### config.mk
export PLATFORM = sky130hd
export DESIGN_NAME = ascii_num_parser
export DESIGN_NICKNAME = d
export VERILOG_FILES = /design/src/rtl/ascii_num_parser.sv
export SDC_FILE = /design/constraint.sdc
export NUM_CORES = 1
export LEC_CHECK = 0
export ABC_AREA = 0
export CORE_MARGIN = 2
export CORE_UTILIZATION = 45
export CTS_CLUSTER_SIZE = 20
export DETAILED_ROUTE_END_ITERATION = 16
export GPL_ROUTABILITY_DRIVEN = 0
export MAX_ROUTING_LAYER = met4
export PLACE_DENSITY = 0.66
export SLEW_MARGIN = 20
export SYNTH_ARGS = -nofsm -noshare
export SYNTH_HDL_FRONTEND = slang
export SYNTH_SLANG_ARGS = --single-unit
### constraint.sdc
create_clock -name clk -period 5.7 [get_ports clk]
set_input_delay 1.71 -clock clk [delete_from_list [all_inputs] [get_ports clk]]
set_output_delay 1.71 -clock clk [all_outputs]
set_load 0.05 [all_outputs]
### src/rtl/ascii_num_parser.sv
// Turns a raw UART byte stream into decimal integer tokens with end-of-line markers,
// buffered in a small FIFO because the byte source cannot be stalled.
module ascii_num_parser #(
   parameter int WIDTH      = 32,
   parameter int FIFO_DEPTH = 4
) (
   input  logic             clk,
   input  logic             rst,
   input  logic             in_valid,
   input  logic [7:0]       in_data,
   output logic             num_valid,
   input  logic             num_ready,
   output logic [WIDTH-1:0] num_value,
   output logic             num_has_val,
   output logic             num_eol,
   output logic             num_sat,
   output logic             dropped
);

   localparam int AW = $clog2(FIFO_DEPTH);
   localparam int CW = AW + 1;
   localparam int TW = WIDTH + 3;
   localparam logic [CW-1:0] FULL_CNT = CW'(FIFO_DEPTH);

   typedef enum logic {IDLE, DIGITS} state_t;

   state_t           state, state_next;
   logic [WIDTH-1:0] acc, acc_next;
   logic             sat, sat_next;
   logic             push;
   logic [TW-1:0]    tok;

   logic [TW-1:0]    mem [FIFO_DEPTH];
   logic [AW-1:0]    rd_ptr, wr_ptr;
   logic [CW-1:0]    count;
   logic             pop, push_ok, empty;
   logic [TW-1:0]    head;

   logic is_digit, is_lf, is_cr;

   // Multiply-accumulate one decimal digit; top bit flags overflow past WIDTH bits.
   function automatic logic [WIDTH:0] mac_sat(input logic [WIDTH-1:0] a, input logic [3:0] d);
      logic [WIDTH+3:0] wide;
      wide = {4'b0000, a} * (WIDTH+4)'(10) + {{WIDTH{1'b0}}, d};
      if (wide[WIDTH+3:WIDTH] != 4'd0)
         mac_sat = {1'b1, {WIDTH{1'b1}}};
      else
         mac_sat = {1'b0, wide[WIDTH-1:0]};
   endfunction

   assign is_digit = (in_data >= 8'h30) && (in_data <= 8'h39);
   assign is_lf    = (in_data == 8'h0A);
   assign is_cr    = (in_data == 8'h0D);

   always_ff @(posedge clk or posedge rst) begin
      if (rst) begin
         state <= IDLE;
         acc   <= '0;
         sat   <= 1'b0;
      end else begin
         state <= state_next;
         acc   <= acc_next;
         sat   <= sat_next;
      end
   end

   always_comb begin
      state_next = state;
      if (in_valid) begin
         if (is_digit)
            state_next = DIGITS;
         else if (!is_cr)
            state_next = IDLE;
      end
   end

   always_comb begin
      logic [WIDTH:0]   m;
      logic [WIDTH-1:0] acc_base;
      logic             sat_base;
      acc_next = acc;
      sat_next = sat;
      push     = 1'b0;
      tok      = '0;
      acc_base = (state == DIGITS) ? acc : '0;
      sat_base = (state == DIGITS) ? sat : 1'b0;
      m        = mac_sat(acc_base, in_data[3:0]);
      if (in_valid) begin
         if (is_digit) begin
            acc_next = m[WIDTH-1:0];
            sat_next = sat_base | m[WIDTH];
         end else if (is_lf) begin
            push     = 1'b1;
            tok      = (state == DIGITS) ? {sat, 1'b1, 1'b1, acc} : {1'b0, 1'b1, 1'b0, {WIDTH{1'b0}}};
            acc_next = '0;
            sat_next = 1'b0;
         end else if (!is_cr) begin
            push     = (state == DIGITS);
            tok      = {sat, 1'b0, 1'b1, acc};
            acc_next = '0;
            sat_next = 1'b0;
         end
      end
   end

   // Token FIFO: fullness is judged after a same-cycle pop, so a full FIFO can pop and push together.
   assign empty   = (count == '0);
   assign pop     = num_ready && !empty;
   assign push_ok = push && !((count == FULL_CNT) && !pop);

   always_ff @(posedge clk) begin
      if (push_ok)
         mem[wr_ptr] <= tok;
   end

   always_ff @(posedge clk or posedge rst) begin
      if (rst) begin
         rd_ptr  <= '0;
         wr_ptr  <= '0;
         count   <= '0;
         dropped <= 1'b0;
      end else begin
         if (push_ok)
            wr_ptr <= wr_ptr + AW'(1);
         if (pop)
            rd_ptr <= rd_ptr + AW'(1);
         count <= count + CW'(push_ok) - CW'(pop);
         if (push && !push_ok)
            dropped <= 1'b1;
      end
   end

   assign head        = empty ? '0 : mem[rd_ptr];
   assign num_valid   = !empty;
   assign num_value   = head[WIDTH-1:0];
   assign num_has_val = head[WIDTH];
   assign num_eol     = head[WIDTH+1];
   assign num_sat     = head[WIDTH+2];

endmodule
======== Word-level counts from Yosys, hierarchy flattened ========
Memories as Yosys holds them, arrays and structs flattened.
Index checks and enable logic that the tools add are counted.
operators by class
  bitwise gates (word level) .............. 1
  add/sub/neg operators ................... 5
  multiply operators ...................... 1
  muxes and demuxes ....................... 22
  reductions and logical operators ........ 13
  $lt $le $gt $ge ......................... 2
  equal/unequal tests ..................... 5
operator list
  kind                                                                number
  2-to-1 mux 35 bit                                                   6
  2-to-1 mux 32 bit                                                   4
  adder 36 x 4 -> 36 bit                                              1
  multiplier 32 x 3 -> 35 bit (second input constant)                 1
  2-to-1 mux 33 bit                                                   1
  equality test 8 x 4 -> 1 bit (second input constant)                2
  2-to-1 mux 1 bit                                                    11
  greater-or-equal comparator 8 x 6 -> 1 bit (second input constant)  1
  <= comparator 8 x 6 -> 1 bit (second input constant)                1
  logical AND 1 bit                                                   5
  adder 2 x 1 -> 2 bit (second input constant)                        2
  zero test 1 bit                                                     4
  AND reduction 2 bit                                                 2
  nonzero test 4 bit                                                  1
  adder 3 x 1 -> 3 bit                                                1
  equality test 3 bit (second input constant)                         1
  zero test 3 bit                                                     1
  inequality test 3 bit (second input constant)                       1
  subtractor 3 x 1 -> 3 bit                                           1
  inequality test 2 bit (second input constant)                       1
  OR 1 bit                                                            1
word-level totals
  bits of input ports ..................... 12
  logic and storage cells ................. 57
  output and inout bits ................... 37
  memories kept ........................... 1
  bits in registers ....................... 42
  memory bits (writable) .................. 140
memory list
  name  words  bits a word  read ports  clocked after Yosys merged registers in  write ports  RTL line  RTL
  mem   4      35           1           0                                        1            33        logic [TW-1:0] mem [FIFO_DEPTH];

======== Longest topological paths before layout ========
  depth after elaboration ................. 9
  depth in mapped cells ................... 20
  mapped depth without buffers ............ 16

======== Worst setup path after synthesis ========
OpenSTA, ideal clock, no wires.
  kind .................................... input -> register
  start point ............................. input in_data[2]
  end point ............................... register acc[0]
  buffers on the path ..................... 3
  library setup time ...................... 0.126 ns
  data arrival time ....................... 4.365 ns
  setup slack ............................. 1.209 ns
  required time ........................... 5.574 ns
  stages on the path ...................... 16
  cell sequence ........................... clkbuf_1 xnor2_1 ha_1 a31o_2 a21oi_1 nor2_1 nand4_1 nor3_2 and3_1 buf_2 nand4_1 nor4_2 mux2i_1 o21a_1 buf_2 a221o_1
on the way
  cells in the longest elaborated chain, start to end .. 4
  elaborated cells between the ends (all ways) .. 12
  those cells by class .................... 1 x add/sub; 2 x order compare; 3 x eq/ne; 3 x mux; 3 x reduce/logical
ends and longest elaborated chain
  element                                                     RTL line  RTL
  from (decl)                                                 10        input logic [7:0] in_data,
  adder 36 x 4 -> 36 bit (tied with other cells)              44        wide = {4'b0000, a} * (WIDTH+4)'(10) + {{WIDTH{1'b0}}, d};
  nonzero test 4 bit or logical AND 1 bit (tied branches)     45, 51
  2-to-1 mux 33 bit or inequality test 3 bit (tied branches)  n/a
  2-to-1 mux 32 bit or AND reduction 2 bit (tied branches)    n/a
  to (signal assigned)                                        62        acc <= acc_next;
  to (decl)                                                   28        logic [WIDTH-1:0] acc, acc_next;
Several ways; a longest one is shown, not always the timed one.
A chain may end at the register's enable or synchronous reset.

======== Worst setup path after layout ========
  start point ............................. register state
  end point ............................... register acc[2]
on the way
  cells in the longest elaborated chain, start to end .. 6
ends and longest elaborated chain
  element                        RTL line  RTL
  from (decl)                    27        state_t state, state_next;
  from (signal assigned)         61        state <= state_next;
  2-to-1 mux 32 bit *            85        acc_base = (state == DIGITS) ? acc : '0;
  multiplier 32 x 3 -> 35 bit *  44
  adder 36 x 4 -> 36 bit *       44
  nonzero test 4 bit             45        if (wide[WIDTH+3:WIDTH] != 4'd0)
  2-to-1 mux 33 bit *            45
  2-to-1 mux 32 bit *            89        if (is_digit) begin
Mark *: on every way between the ends. The rest lies on a longest branch, timed or not.

==> results.cfg <==
[yosys]
yosysSeqAreaShare = 0.499
synthFlopType = edfxtp_1
synth_top_cell_area_share = 0.399
synth.net_count = 944
netlist_area_mm2 = 0.0105
yosysWarnings = 0
synth_cell_types = 64
synth_area_leaders = edfxtp_1 (40%), dfrtp_1 (10%), mux4_2 (7.5%)
async_flop_share = 0.231
synth_enable_flop_cells = 140
ys_ff_latch = 182
yosysTopAreaCell = edfxtp_1
synth.avg_cell_area_um2 = 11.9
postSynthCellCount = 885

[floorplanning]
die_h_um = 157
initial_core_util = 0.462
die_w_um = 157
ios = 49
die-area_mm2 = 0.0246
core_mm2 = 0.0228
rows = 55

[timing]
min_period_ns = 4.81
max_slew_margin = 0.334
worst_slack_ns = 0.886
whs_ns = 0.486
clock_skew_ns = 0.00813
fmax_mhz = 208
hold_viol = 0
setup-violations-final = 0
rsz0062_at_grt = false
final.setup.tns_ns = 0
tightest_slew_ns = 0.973
maxSlewViolCount = 0
period_share = 0.845

[finish]
layout_commonest_cell = edfxtp_1
area_delta_synth_final_pct = 13.4
nNetsFinal = 979
drive_above_1_share = 0.104
num_antenna_cells = 0
final_cell_mix = edfxtp_1 (140), and2_1 (109), clkdlybuf4s50_1 (48), nand2_1 (45), ha_1 (45)

[detailed_routing]
met1Wirelength_um = 10800
drt_first_iter_violations = 397
wl_per_cell_um = 17.8
vias_per_cell = 5.63
postRouteAntennaNets = 0
route.met2.wl_um = 10600
drtPass1Iterations = 5
route.met3.wl_um = 509
drc = 0
routed_wl_um = 22200
routed.top_layer = met4
num_vias = 7016

[power_and_ir_drop]
max-vdd-ir-drop_v = 0.000201
leakagePower_nw = 4.82
power_density_mw_per_mm2 = 313

[worst_setup_path]
crit_start = state
worstPathCellList = buf_12 > and3_1 > ha_1 > a21oi_1 > o21ai_0 > a22oi_1 > a21oi_1 > a2111oi_0 > xnor2_1 > nand2_1 > nor3b_1 > mux2i_1 > o21a_1 > buf_4 > a221o_1
path_depth = 15
cp.arrival_ns = 5.12
r2r_cells = 15
rr_startpoint = state
worstSetupPathType = register to register
cpPeakStageDelay_ns = 0.87
cp_num_buf_inv = 2
required_ns = 6.01
cp-end-kind = register
reg2reg_slack_ns = 0.89
critPathLaunchType = register
path_max_fanout = 50
r2r-end = acc[2]
cp_slowest_cell = a2111oi_0
path_common_cell = a21oi_1
endpoint = acc[2]
crit_family = compound AO/OA/AOI/OAI gates

[cts]
worstSkewPairLatency_ns = 0.42
cts.sinks = 182
cts_tree = built
cts_setup_buffers = 0
clkTransAtPathRegs_ns = 0.07
cts_hold_buf = 0
cts_resized = 0
cts.path.max_buffers = 2
htree_levels = 4
cts-root-buf = clkbuf_16
cts_buffers = 17

[job]
maxCapViolCount = 0

[global_route]
grt_usage = 0.196
grt_max_degree = 51
grt_pass1_wl_um = 36500
overflow = 0
antenna_found_initial = 0
grt_pass1_vias = 6897

[outcome]
status = finished, final reports clean

[hold_path]
min_path_type = register to register
worstHoldStart = count[2]

[placed_design]
dp_slack_ns = 0.459
dp_hpwl_um = 16000
portBuffers = 48
## how the worst min path moves through the flow
stage | cells past startpoint | end | slack (ns)
after global placement | 1 | count[2] | 0.47
after floorplan | 1 | count[2] | 0.45
after global routing | 1 | count[2] | 0.50
after CTS | 1 | count[2] | 0.48
after detailed placement | 1 | count[2] | 0.48
final | 1 | count[2] | 0.49
## cells in the mapped netlist (31+ instances only)
cell      count
edfxtp_1    140
and2_1      109
ha_1         45
nand2_1      45
xor2_1       43
dfrtp_1      42
a21oi_1      40
nor2_1       38
mux4_2       35
xnor2_1      35
clkbuf_1     34
and3_1       33
a221o_1      31
## worst reg2reg max path: stages (launching register included)
cell,delay [ns]
dfrtp_1,0.55
buf_12,0.26
and3_1,0.21
ha_1,0.36
a21oi_1,0.38
o21ai_0,0.20
a22oi_1,0.34
a21oi_1,0.15
a2111oi_0,0.87
xnor2_1,0.24
nand2_1,0.13
nor3b_1,0.19
mux2i_1,0.12
o21a_1,0.18
buf_4,0.22
a221o_1,0.30
## kinds of logic (layout without fill, tap and decap cells)
| kind of cell | after synthesis | count (layout) | share of synthesized area |
|---|---|---|---|
| flip-flops | 182 | 182 | 0.499 |
| adder cells (fa/ha/maj) | 47 | 47 | 0.0573 |
| AO/OA/AOI/OAI | 153 | 153 | 0.105 |
| AND/OR/NAND/NOR | 317 | 317 | 0.171 |
| multiplexers | 37 | 37 | 0.0768 |
| XOR/XNOR | 78 | 78 | 0.0649 |
| buffers and inverters | 71 | 119 | 0.0264 |
## metal layers
layer | vias up | track usage
li1 | 3406 | -
met1 | 3460 | 0.267
met2 | 122 | 0.314
met3 | 28 | 0.0198
met4 | 0 | 0.0590
met5 | - | -
## report_power, final
part / leakage (nW) / internal, W / total (W) / switching [W]
Combinational: 2.55 / 0.000458 / 0.00109 / 0.000637
Sequential: 1.99 / 0.00145 / 0.00153 / 0.0000786
Clock: 0.275 / 0.000611 / 0.00111 / 0.000499
## registers in the layout (all words and copies together) (netlist names)
register  cells
acc          32
count         3
dropped       1
mem         140
rd_ptr        2
sat           1
state         1
wr_ptr        2
## area by class of cell
class | count | area (um^2)
Multi-Input combinational cell | 632 | 5010
Fill cell | 1973 | 10800
Tap cell | 313 | 392
Inverter | 23 | 86.3
Clock inverter | 15 | 144
Clock buffer | 17 | 425
Sequential cell | 182 | 5260
Timing Repair Buffer | 64 | 626
## stage by stage
stage / instance area [um^2] / instances / total power, W / utilization
final: 11900 / 1246 / 0.00373 / 0.524
after global routing: 11900 / 1246 / 0.00389 / 0.524
after CTS: 11900 / 1246 / 0.00377 / 0.524
after detailed placement: 11400 / 1214 / 0.00267 / 0.499
after global placement: 11400 / 1214 / 0.00266 / 0.499
after floorplan: 10500 / 885 / 0.00234 / -
(Power assumes the default switching activity.)
